$ cat src/rtl/even_odd_classifier.sv
// Classifies each accepted word as even or odd (by LSB or by parity of all bits),
// holds the result behind a valid/ready handshake and keeps saturating class counters.
module even_odd_classifier #(
  parameter int WIDTH = 8,
  parameter int CNT_W = 16
) (
  input  logic             clk,
  input  logic             reset,
  input  logic             in_valid,
  output logic             in_ready,
  input  logic [WIDTH-1:0] data_in,
  input  logic             mode,
  output logic             out_valid,
  input  logic             out_ready,
  output logic             even,
  output logic             odd,
  input  logic             clr_cnt,
  output logic [CNT_W-1:0] even_cnt,
  output logic [CNT_W-1:0] odd_cnt,
  output logic             sat
);

  localparam logic [CNT_W-1:0] CNT_MAX = {CNT_W{1'b1}};
  localparam logic [CNT_W-1:0] CNT_ONE = {{(CNT_W-1){1'b0}}, 1'b1};

  // Mode 0 looks only at the LSB; mode 1 uses the parity of the whole word.
  function automatic logic classify_odd(input logic [WIDTH-1:0] d, input logic m);
    return m ? ^d : d[0];
  endfunction

  function automatic logic [CNT_W-1:0] sat_inc(input logic [CNT_W-1:0] c);
    return (c == CNT_MAX) ? c : c + CNT_ONE;
  endfunction

  logic             accept_p0;
  logic             odd_p0;
  logic             vld_p1;
  logic             even_p1;
  logic             odd_p1;
  logic [CNT_W-1:0] even_cnt_p1;
  logic [CNT_W-1:0] odd_cnt_p1;
  logic             sat_p1;
  logic [CNT_W-1:0] even_cnt_nxt;
  logic [CNT_W-1:0] odd_cnt_nxt;
  logic             sat_nxt;

  // Stage p0: handshake and classification of the incoming word
  assign in_ready  = !vld_p1 || out_ready;
  assign accept_p0 = in_valid && in_ready;
  assign odd_p0    = classify_odd(data_in, mode);

  // Clear happens first so a coincident accept lands on a zeroed counter.
  always_comb begin
    even_cnt_nxt = clr_cnt ? '0 : even_cnt_p1;
    odd_cnt_nxt  = clr_cnt ? '0 : odd_cnt_p1;
    if (accept_p0) begin
      if (odd_p0) odd_cnt_nxt  = sat_inc(odd_cnt_nxt);
      else        even_cnt_nxt = sat_inc(even_cnt_nxt);
    end
    sat_nxt = (sat_p1 && !clr_cnt) || (even_cnt_nxt == CNT_MAX) || (odd_cnt_nxt == CNT_MAX);
  end

  // Stage p1: held result and counters
  always_ff @(posedge clk or posedge reset) begin
    if (reset) begin
      vld_p1      <= 1'b0;
      even_p1     <= 1'b0;
      odd_p1      <= 1'b0;
      even_cnt_p1 <= '0;
      odd_cnt_p1  <= '0;
      sat_p1      <= 1'b0;
    end else begin
      if (accept_p0) begin
        vld_p1  <= 1'b1;
        even_p1 <= !odd_p0;
        odd_p1  <= odd_p0;
      end else if (out_ready) begin
        vld_p1  <= 1'b0;
        even_p1 <= 1'b0;
        odd_p1  <= 1'b0;
      end
      even_cnt_p1 <= even_cnt_nxt;
      odd_cnt_p1  <= odd_cnt_nxt;
      sat_p1      <= sat_nxt;
    end
  end

  assign out_valid = vld_p1;
  assign even      = even_p1;
  assign odd       = odd_p1;
  assign even_cnt  = even_cnt_p1;
  assign odd_cnt   = odd_cnt_p1;
  assign sat       = sat_p1;

endmodule

$ cat config.mk
export PLATFORM = sky130hd
export DESIGN_NAME = even_odd_classifier
export DESIGN_NICKNAME = d
export VERILOG_FILES = /design/src/rtl/even_odd_classifier.sv
export SDC_FILE = /design/constraint.sdc
export NUM_CORES = 1
export LEC_CHECK = 0
export BUFFER_PORTS_ARGS = -buffer_cell sky130_fd_sc_hd__buf_2
export CELL_PAD_IN_SITES_DETAIL_PLACEMENT = 1
export CELL_PAD_IN_SITES_GLOBAL_PLACEMENT = 1
export CORE_ASPECT_RATIO = 1.75
export CORE_MARGIN = 3
export CORE_UTILIZATION = 41
export CTS_CLUSTER_DIAMETER = 30
export DETAILED_ROUTE_END_ITERATION = 16
export GPL_TIMING_DRIVEN = 0
export PLACE_DENSITY = 0.79
export SYNTH_ARGS = -nofsm -noshare
export SYNTH_HDL_FRONTEND = slang
export SYNTH_SLANG_ARGS = --single-unit
$ cat constraint.sdc
create_clock -name clk -period 4 [get_ports clk]
set_clock_uncertainty 0.2 [all_clocks]
set_input_delay 0.8 -clock clk [delete_from_list [all_inputs] [get_ports clk]]
set_output_delay 0.8 -clock clk [all_outputs]
set_load 0.05 [all_outputs]
==> results of run 1 <==
[flip-flops by register name (all words and copies together), names as in the netlist]
name	count
sat	1
even_cnt	16
even	1
odd_cnt	16
out_valid	1
odd	1
[cells by family (layout without fill, tap and decap cells)]
kind of cell | count (synthesis) | count (layout) | share of synthesized area [%]
AOI/OAI and AO/OA | 21 | 21 | 6.832
xor gates and xnor gates | 33 | 33 | 13.99
adders and majority gates | 2 | 2 | 1.102
buffers and inverters | 13 | 70 | 2.314
DFF | 36 | 36 | 39.67
muxes | 8 | 8 | 3.802
and+or+nand+nor | 129 | 129 | 32.29
[where the power goes]
part / switching [W] / internal [W] / leakage [nW]
registers: 0.00000630 / 0.000374 / 0.495
logic: 0.000110 / 0.0000454 / 0.715
clock network: 0.000127 / 0.000118 / 0.0410
total: 0.000243 / 0.000538 / 1.25
[worst paths after layout]
path                            start           end  slack (ns)  depth (start not counted)
max                           clr_cnt           sat        0.24                         14
min                              even          even        0.31                          2
max reg2reg                odd_cnt[0]           sat        0.66                         12
min reg2reg                      even          even        0.31                          2
max in group asynchronous       reset  even_cnt[15]        2.64                          2
min in group asynchronous       reset          even        0.46                          2
[through the flow]
| stage | util [%] | std cells | instance area, µm² | worst slack (ns) |
|---|---|---|---|---|
| finish | 50.96 | 373 | 2700 | 0.2380 |
| global route | 50.96 | 373 | 2700 | 0.02094 |
| CTS | 50.79 | 373 | 2691 | 0.1646 |
| detailed placement | 49.33 | 366 | 2614 | -0.1362 |
| global placement | 49.33 | 366 | 2614 | -0.07374 |
| floorplan | - | 242 | 2271 | 0.4160 |
[synth_stat cells (all sizes together) (4+ instances only)]
cell	number	area share, %
nand2b	8	2.2
nand4	7	1.9
dfrtp	36	40
clkbuf	5	0.83
xor2	13	5.0
mux2	5	2.5
nor2b	16	4.4
inv	6	0.99
nand3	14	3.1
nand2	18	3.0
nand4b	4	1.5
and3	8	2.2
nor4	8	2.2
nor2	25	4.5
xnor2	18	6.9
nor3	6	1.8
[timing repair]
action / in CTS / in global routing
setup endpoints to repair: 0 / 1
endpoints found under the hold margin: 0 / 0
resized for setup: 0 / 2
[routing by layer]
| layer | track usage (%) | part of all wire [%] | vias to the layer above |
|---|---|---|---|
| met5 | 0 | 0 | - |
| li1 | - | - | 973 |
| met3 | 4.108 | 4.8 | 20 |
| met4 | 8.531 | 3.4 | 0 |
| met1 | 23.48 | 37 | 1019 |
| met2 | 39.35 | 54 | 63 |
[final cells by class]
cell class	instances	area, µm²
fillers	664	2599
multi-input cells	193	1326
flip-flops and latches	36	900.9
repair buffers	50	250.2
well taps	74	92.59
clock buffers	6	72.57
plain buffers	6	26.28
inverters	7	26.28
clock inverters	1	5.005
[worst register-to-register path, stage by stage (launching register included)]
cell	delay, ns
dfrtp_1	0.39
nor2b_1	0.29
ha_1	0.30
nand4b_1	0.19
nor2_1	0.17
a21oi_1	0.08
mux2_1	0.35
and4b_1	0.20
buf_4	0.15
and4_4	0.19
xnor2_1	0.14
a311o_1	0.36
o31ai_1	0.24
==> metrics.txt, run 1 <==
Initial Util=42.86%; EDFF count, synth=0; Ports=around 50; PD cells=289.1 mW/mm²; Die H=roughly 100 µm; commonest cells after routing, fill and taps aside=buf_2 (50), dfrtp_1 (36), nor2_1 (24), xnor2_1 (18), nand2_1 (18); number of global-route vias before repair=2194; final net count=315; antenna viol nets, final=0; VDD IR-drop max=0.2220 mV; total grt overflow=0; Most used DFF post-synth=dfrtp_1; CTS tree=built; asr flop ratio synth=between 90% and 100%; GP Congestion=between 0.8 and 0.9; Synth Cell Area=0.002271 mm²; outcome=finished, final reports clean; Max Transition Viols Final=0; CP Launch Type=input pin; Slew @ Worst Pin=roughly 0.85 ns; die width=62.26 µm; Clk pin slew, worst setup/hold paths=0.07 ns; slowest CP cell=a311o_1; share of cells above drive strength 1=23.75%; FF+latch count, synth=36; number of buffers created by CTS=5; CP top delay family=simple AND/OR/NAND/NOR gates; Ys Warns=0; Clock Latency Late Sink=a little under 0.3 ns; final setup violating endpoints=0; final WL=6448 µm; final hold vios=0; Required @ worst endpoint=4.00 ns; largest net degree at the start of global routing=37; crit-path cells=buf_2 > clkbuf_1 > nor2b_2 > ha_1 > nand4b_1 > nor2_1 > a21oi_1 > mux2_1 > and4b_1 > buf_4 > and4_4 > xnor2_1 > a311o_1 > o31ai_1; DR iter-0 viols=73; diode count=0; fin crit period=3.762 ns; Row Count=35; DR vias/cell=5.563; CP Class=in2reg; clk root buf=clkbuf_8; DP HPWL=between 5000 and 6000 µm; DR DRC count=0; # H-tree levels=2; HP Class=reg2reg; IO buf count=50; clock sinks=36; initial antenna violation count=0; Syn-to-layout area delta=18.90%; Synthesized Nets=258; period utilization=94.05%; Fmax achieved=265.8 MHz; Post-CTS Setup Inserts=0; worst path bufs/invs=3; GRT Total Usage=21.31%; DRT Pass-1 Iters=4; Critical Path AT=between 3 and 4 ns; most common cell after layout, fill and taps aside=buf_2; post-cts hold buffer count=0; first-pass GRT wire length=11120 µm; synth unique cells=between 50 and 60; Max-slew headroom=around 43%; core area=between 0.005 and 0.006 mm²; die footprint=0.006503 mm²; MaxCap Viol Count=0; Slowest Stage Delay on Critical Path=0.36 ns; Hold WS=0.3050 ns; CP Capture Type=register; TNS Setup=0 ns; Power Total=0.0007806 W; Syn Area/Cell=9.384 µm²; unrepaired setup endpoints after global routing=no; Seq/Total Area, Yosys=between 30% and 40%; Synth Instances=about 240; wire per inst=17.29 µm; Via Count=2075; CTS Buffer Depth=2; Static Leakage=1.252 nW; crit-path max FO=10
No activity file was read; power rests on OpenSTA's default activity.
==> run 2, diff against run 1 <==
==> constraint.sdc (replaced) <==
create_clock -name clk -period 4 [get_ports clk]
set_clock_uncertainty 0.2 [all_clocks]
set_input_delay 0.6 -clock clk [delete_from_list [all_inputs] [get_ports clk]]
set_output_delay 0.6 -clock clk [all_outputs]
set_load 0.05 [all_outputs]
==> run 2 against run 1 <==
Cell count unchanged. Non-clock buffer count unchanged. Critical path depth down 1. Worst hold slack worse by 0.046 ns. Power down 0.17%. First-iteration DRC count up 21%. Clock-buffer cell count unchanged. Sequential cell count unchanged. Clock power about the same. Register-to-register slack about the same. Setup slack better by 0.091 ns. Wire length down 0.57%. Highest routed layer unchanged.
==> metrics.txt, run 2 (synthesis results as in run 1) <==
unrepaired setup endpoints after global routing=no; diode count=0 (unchanged); Via Count=2075 (unchanged); PD cells=289.5 mW/mm² (+0.15%); final net count=315 (unchanged); initial antenna violation count=0 (unchanged); fill cell count=665 (+0.15%); clock sinks=36 (unchanged); Required @ worst endpoint=4.00 ns (about the same); post-CTS resize count=0 (unchanged); period utilization=91.79% (-2.3 points); Syn-to-layout area delta=18.51%; VDD IR-drop max=0.2105 mV (-5.2%); Post-CTS Setup Inserts=0 (unchanged); antenna viol nets, final=0 (unchanged); Clk pwr share=31.5% (about the same); core area=0.005299 mm² (unchanged); final setup violating endpoints=0 (unchanged); final hold vios=0 (unchanged); commonest cells after routing, fill and taps aside=buf_2 (50), dfrtp_1 (36), nor2_1 (24), xnor2_1 (18), nand2_1 (18); CP Capture Type=register; largest net degree at the start of global routing=37 (unchanged); total grt overflow=0 (unchanged); Row Count=35 (unchanged); share of cells above drive strength 1=23.08% (-0.67 points); MaxCap Viol Count=0 (unchanged); DR iter-0 viols=88 (+21%); Clk pin slew, worst setup/hold paths=0.07 ns (about the same); post-cts hold buffer count=0 (unchanged); Place WS=0.06383 ns (+0.2000 ns); Critical Path AT=3.67 ns (-0.09 ns); die width=62.26 µm (unchanged); number of global-route vias before repair=2194 (unchanged); IO buf count=50 (unchanged); wire per inst=17.19 µm (-0.57%); DRT Pass-1 Iters=4 (unchanged); GP Congestion=0.8764 (unchanged); Slew @ Worst Pin=0.8235 ns (-0.02395 ns); DR DRC count=0 (unchanged); final worst slack=0.3286 ns (+0.09060 ns); # H-tree levels=2 (unchanged); most common cell after layout, fill and taps aside=buf_2; Reg2Reg Setup Slack=0.66 ns (about the same); clk root buf=clkbuf_8; fin crit period=3.671 ns (-0.09060 ns); crit-path max FO=10 (unchanged); GRT Total Usage=21.31% (unchanged); Initial Util=42.86% (unchanged); Ports=51 (unchanged); CP Class=in2reg; outcome=finished, final reports clean; DR vias/cell=5.563 (unchanged); CP Launch Type=input pin; P_int=0.0005376 W (about the same); TNS Setup=0 ns (unchanged); Switch Pwr=0.0002416 W (-0.46%); CTS tree=built; DP HPWL=5015 µm (unchanged); Fmax achieved=272.4 MHz (+2.5%); final WL=6411 µm (-0.57%); sw frac=31.00% (-0.090 points); number of buffers created by CTS=5 (unchanged); Die H=104.5 µm (unchanged); Max Transition Viols Final=0 (unchanged); die footprint=0.006503 mm² (unchanged); Static Leakage=1.252 nW (about the same); HP Class=in2async; Comb power frac=19.7% (-0.2 points); CTS Buffer Depth=2 (unchanged); Max-slew headroom=44.59% (+1.6 points); Clock Latency Late Sink=0.29 ns (about the same); first-pass GRT wire length=11120 µm (unchanged); Flop pwr share=48.8% (about the same)
==> run 2: final timing paths <==
check / from / endpoint / cells after the start
setup reg to reg: odd_cnt[0] / sat / 12
setup / recovery: clr_cnt / sat / 13
hold reg to reg: even / even / 2
hold / removal: reset / even / 2
min in group clk: even / even / 2
max in group asynchronous: reset / even_cnt[15] / 2
==> run 2: area by class of cell <==
cell class,count,area [µm²],area share [%]
well taps,74,92.59,3.440
flip-flops and latches,36,900.9,33.47
repair buffers,50,250.2,9.298
clock inverters,1,5.005,0.1860
clock buffers,6,72.57,2.696
inverters,7,26.28,0.9763
plain buffers,6,26.28,0.9763
multi-input cells,193,1318,48.95
==> run 2: per-stage QoR <==
stage / hold slack (ns) / util, % / cell area, µm² / instances / total power (W)
finish: 0.2590 / 50.79 / 2691 / 373 / 0.0007792
global route: 0.3218 / 50.79 / 2691 / 373 / 0.0008140
CTS: 0.2868 / 50.79 / 2691 / 373 / 0.0007870
detailed placement: 0.2930 / 49.33 / 2614 / 366 / 0.0005430
global placement: 0.2889 / 49.33 / 2614 / 366 / 0.0005404
floorplan: 0.4977 / - / 2271 / 242 / 0.0005000
==> run 2: worst max-delay path: stages <==
cell and delay, ns:
buf_2 0.12, clkbuf_1 0.43, nor2b_1 0.19, ha_1 0.26
and4_1 0.19, nand2_1 0.15, o211ai_1 0.14, nor4_1 0.55
mux2i_1 0.31, o2111ai_1 0.16, nor4_1 0.28, a41oi_1 0.19
o31ai_1 0.10
==> run 2: layer usage <==
| layer | track usage [%] | part of all wire (%) |
|---|---|---|
| met1 | 23.48 | 38 |
| met2 | 39.35 | 55 |
| met4 | 8.531 | 2.8 |
| met3 | 4.108 | 4.8 |
| met5 | 0 | 0 |
==> run 2: power by group through the flow <==
stage               logic (W)  clock network [W]  registers (W)
finish               0.000154           0.000245       0.000380
global route         0.000167           0.000265       0.000382
CTS                  0.000156           0.000251       0.000381
detailed placement   0.000155                  0       0.000388
global placement     0.000153                  0       0.000387
floorplan           0.0000770                  0       0.000423
==> run 3, diff against run 2 <==
--- a/config.mk
+++ b/config.mk
@@ -15,6 +15,7 @@
 export DETAILED_ROUTE_END_ITERATION = 16
 export GPL_TIMING_DRIVEN = 0
 export PLACE_DENSITY = 0.79
+export REMOVE_ABC_BUFFERS = 1
 export SYNTH_ARGS = -nofsm -noshare
 export SYNTH_HDL_FRONTEND = slang
 export SYNTH_SLANG_ARGS = --single-unit
==> run 3 against run 2 <==
First-iteration DRC count down 25%. Sequential cell count unchanged. Cell count decreased by 1.3%. Worst hold slack worse by 0.029 ns. Clock-buffer cell count down 1. Critical endpoint unchanged. Highest routed layer unchanged.
==> metrics.txt, run 3 (synthesis results as in run 1) <==
Die H=104.5 µm (unchanged); total grt overflow=0 (unchanged); CP Launch Type=input pin; IO buf count=50 (unchanged); Post-CTS Setup Inserts=0 (unchanged); DR DRC count=0 (unchanged); clock sinks=36 (unchanged); CTS Buffer Depth=2 (unchanged); final WL=6463 µm (+0.81%); Slowest Stage Delay on Critical Path=0.47 ns (-0.08 ns); initial antenna violation count=0 (unchanged); DP HPWL=4887 µm (-2.6%); share of cells above drive strength 1=24.49% (+1.4 points); HP Class=in2async; wire per inst=17.56 µm (+2.2%); clk root buf=clkbuf_8; unrepaired setup endpoints after global routing=no; fill cell count=651 (-2.1%); area of the multi-input gates=0.001326 mm² (+0.66%); GRT Total Usage=20.21% (-1.1 points); crit-path cells=clkbuf_4 > nor2b_1 > ha_1 > nand4b_1 > nor2_1 > a21oi_1 > mux2_1 > and4b_1 > and4_4 > xnor2_1 > a311o_1 > o31ai_1; Slew @ Worst Pin=0.7870 ns (-0.03653 ns); Initial Util=42.86% (unchanged); Ports=51 (unchanged); commonest cells after routing, fill and taps aside=buf_2 (49), dfrtp_1 (36), nor2_1 (24), xnor2_1 (18), nand2_1 (18); Via Count=2043 (-1.5%); CP top delay family=simple AND/OR/NAND/NOR gates; VDD IR-drop max=0.1956 mV (-7.1%); die width=62.26 µm (unchanged); DRT Pass-1 Iters=4 (unchanged); CP Class=in2reg; most common cell after layout, fill and taps aside=buf_2; Reg2Reg Setup Slack=0.60 ns (-0.06 ns); placed insts=360 (-1.6%); first-pass GRT wire length=10450 µm (-6.1%); Fmax achieved=268.9 MHz (-1.3%); R2R cell count=11 (-1); Static Leakage=1.255 nW (+0.24%); final hold vios=0 (unchanged); DR vias/cell=5.552 (-0.20%); GP Congestion=0.8243 (-5.9%); register area=900.9 µm² (unchanged); Required @ worst endpoint=4.00 ns (about the same); Max Transition Viols Final=0 (unchanged); number of global-route vias before repair=2122 (-3.3%); final setup violating endpoints=0 (unchanged); die footprint=0.006503 mm² (unchanged); CP Capture Type=register; antenna viol nets, final=0 (unchanged); non-filler cells, final=368 (-1.3%); worst r2r src=odd_cnt[0]; number of buffers created by CTS=5 (unchanged); final net count=309 (-1.9%); DR iter-0 viols=66 (-25%); worst path bufs/invs=1 (-1); diode count=0 (unchanged); Clk pin slew, worst setup/hold paths=0.08 ns (about the same); largest net degree at the start of global routing=42 (+14%); Row Count=35 (unchanged); reg-to-reg endpoint=sat; MaxCap Viol Count=0 (unchanged); Max-slew headroom=47.05% (+2.5 points); Syn-to-layout area delta=19.34%; post-cts hold buffer count=0 (unchanged); # H-tree levels=2 (unchanged); outcome=finished, final reports clean; PD cells=318.8 mW/mm² (+10%); CTS tree=built; crit-path max FO=41 (+31); Hold WS=0.2295 ns (-0.02949 ns); post-CTS resize count=0 (unchanged); Critical Path AT=3.72 ns (+0.05 ns); slowest CP cell=mux2_1; core area=0.005299 mm² (unchanged); fin crit period=3.719 ns (+0.04714 ns); Clock Latency Late Sink=0.30 ns (about the same); period utilization=92.96% (+1.2 points)
-- run 3: area by class of cell --
type | count | area share [%]
clock buffers | 5 | 2.539
clock inverters | 3 | 1.570
inverters | 7 | 0.9695
multi-input cells | 193 | 48.94
flip-flops and latches | 36 | 33.24
well taps | 74 | 3.416
repair buffers | 50 | 9.326
-- run 3: how the worst max path moves through the flow --
stage               from  end  slack, ns  cells after the start
2_1_floorplan  out_valid  sat       0.42                     10
6_report         clr_cnt  sat       0.28                     12
4_1_cts          clr_cnt  sat       0.05                     12
3_5_place_dp     clr_cnt  sat      -0.25                     12
3_3_place_gp     clr_cnt  sat      -0.20                     12
5_1_grt          clr_cnt  sat       0.02                     12
-- run 3: per-stage QoR --
step                      setup slack, ns  instance area, µm²  power (W)  utilization, %  setup TNS, ns
after floorplan                    0.4207                2245  0.0004951               -              0
after global placement            -0.2020                2587  0.0005363           48.83        -0.2020
final                              0.2815                2710  0.0008639           51.15              0
after CTS                         0.04898                2699  0.0008693           50.93              0
after global routing              0.01605                2710  0.0009002           51.15              0
after detailed placement          -0.2483                2587  0.0005402           48.83        -0.2483
-- run 3: where the power goes --
part	total (W)	internal, W	switching [W]
clock	0.000331	0.000185	0.000147
combinational	0.000153	0.0000450	0.000108
sequential	0.000380	0.000374	0.00000598
-- run 3: worst register-to-register path, delay by kind of cell (launching register included) --
kind | cells | cell delay (ns)
compound gates | 3 | 0.68
xor+xnor | 1 | 0.16
fa+ha+maj | 1 | 0.27
flops | 1 | 0.37
mux | 1 | 0.47
simple gates | 5 | 1.18
-- run 3: layer usage --
layer | wire length [µm] | GRT usage, % | vias up
met3 | 175 | 3.568 | 19
met1 | 2361 | 20.68 | 1022
met2 | 3765 | 39.51 | 41
met4 | 160 | 7.741 | 0
met5 | 0 | 0 | -
li1 | - | - | 961
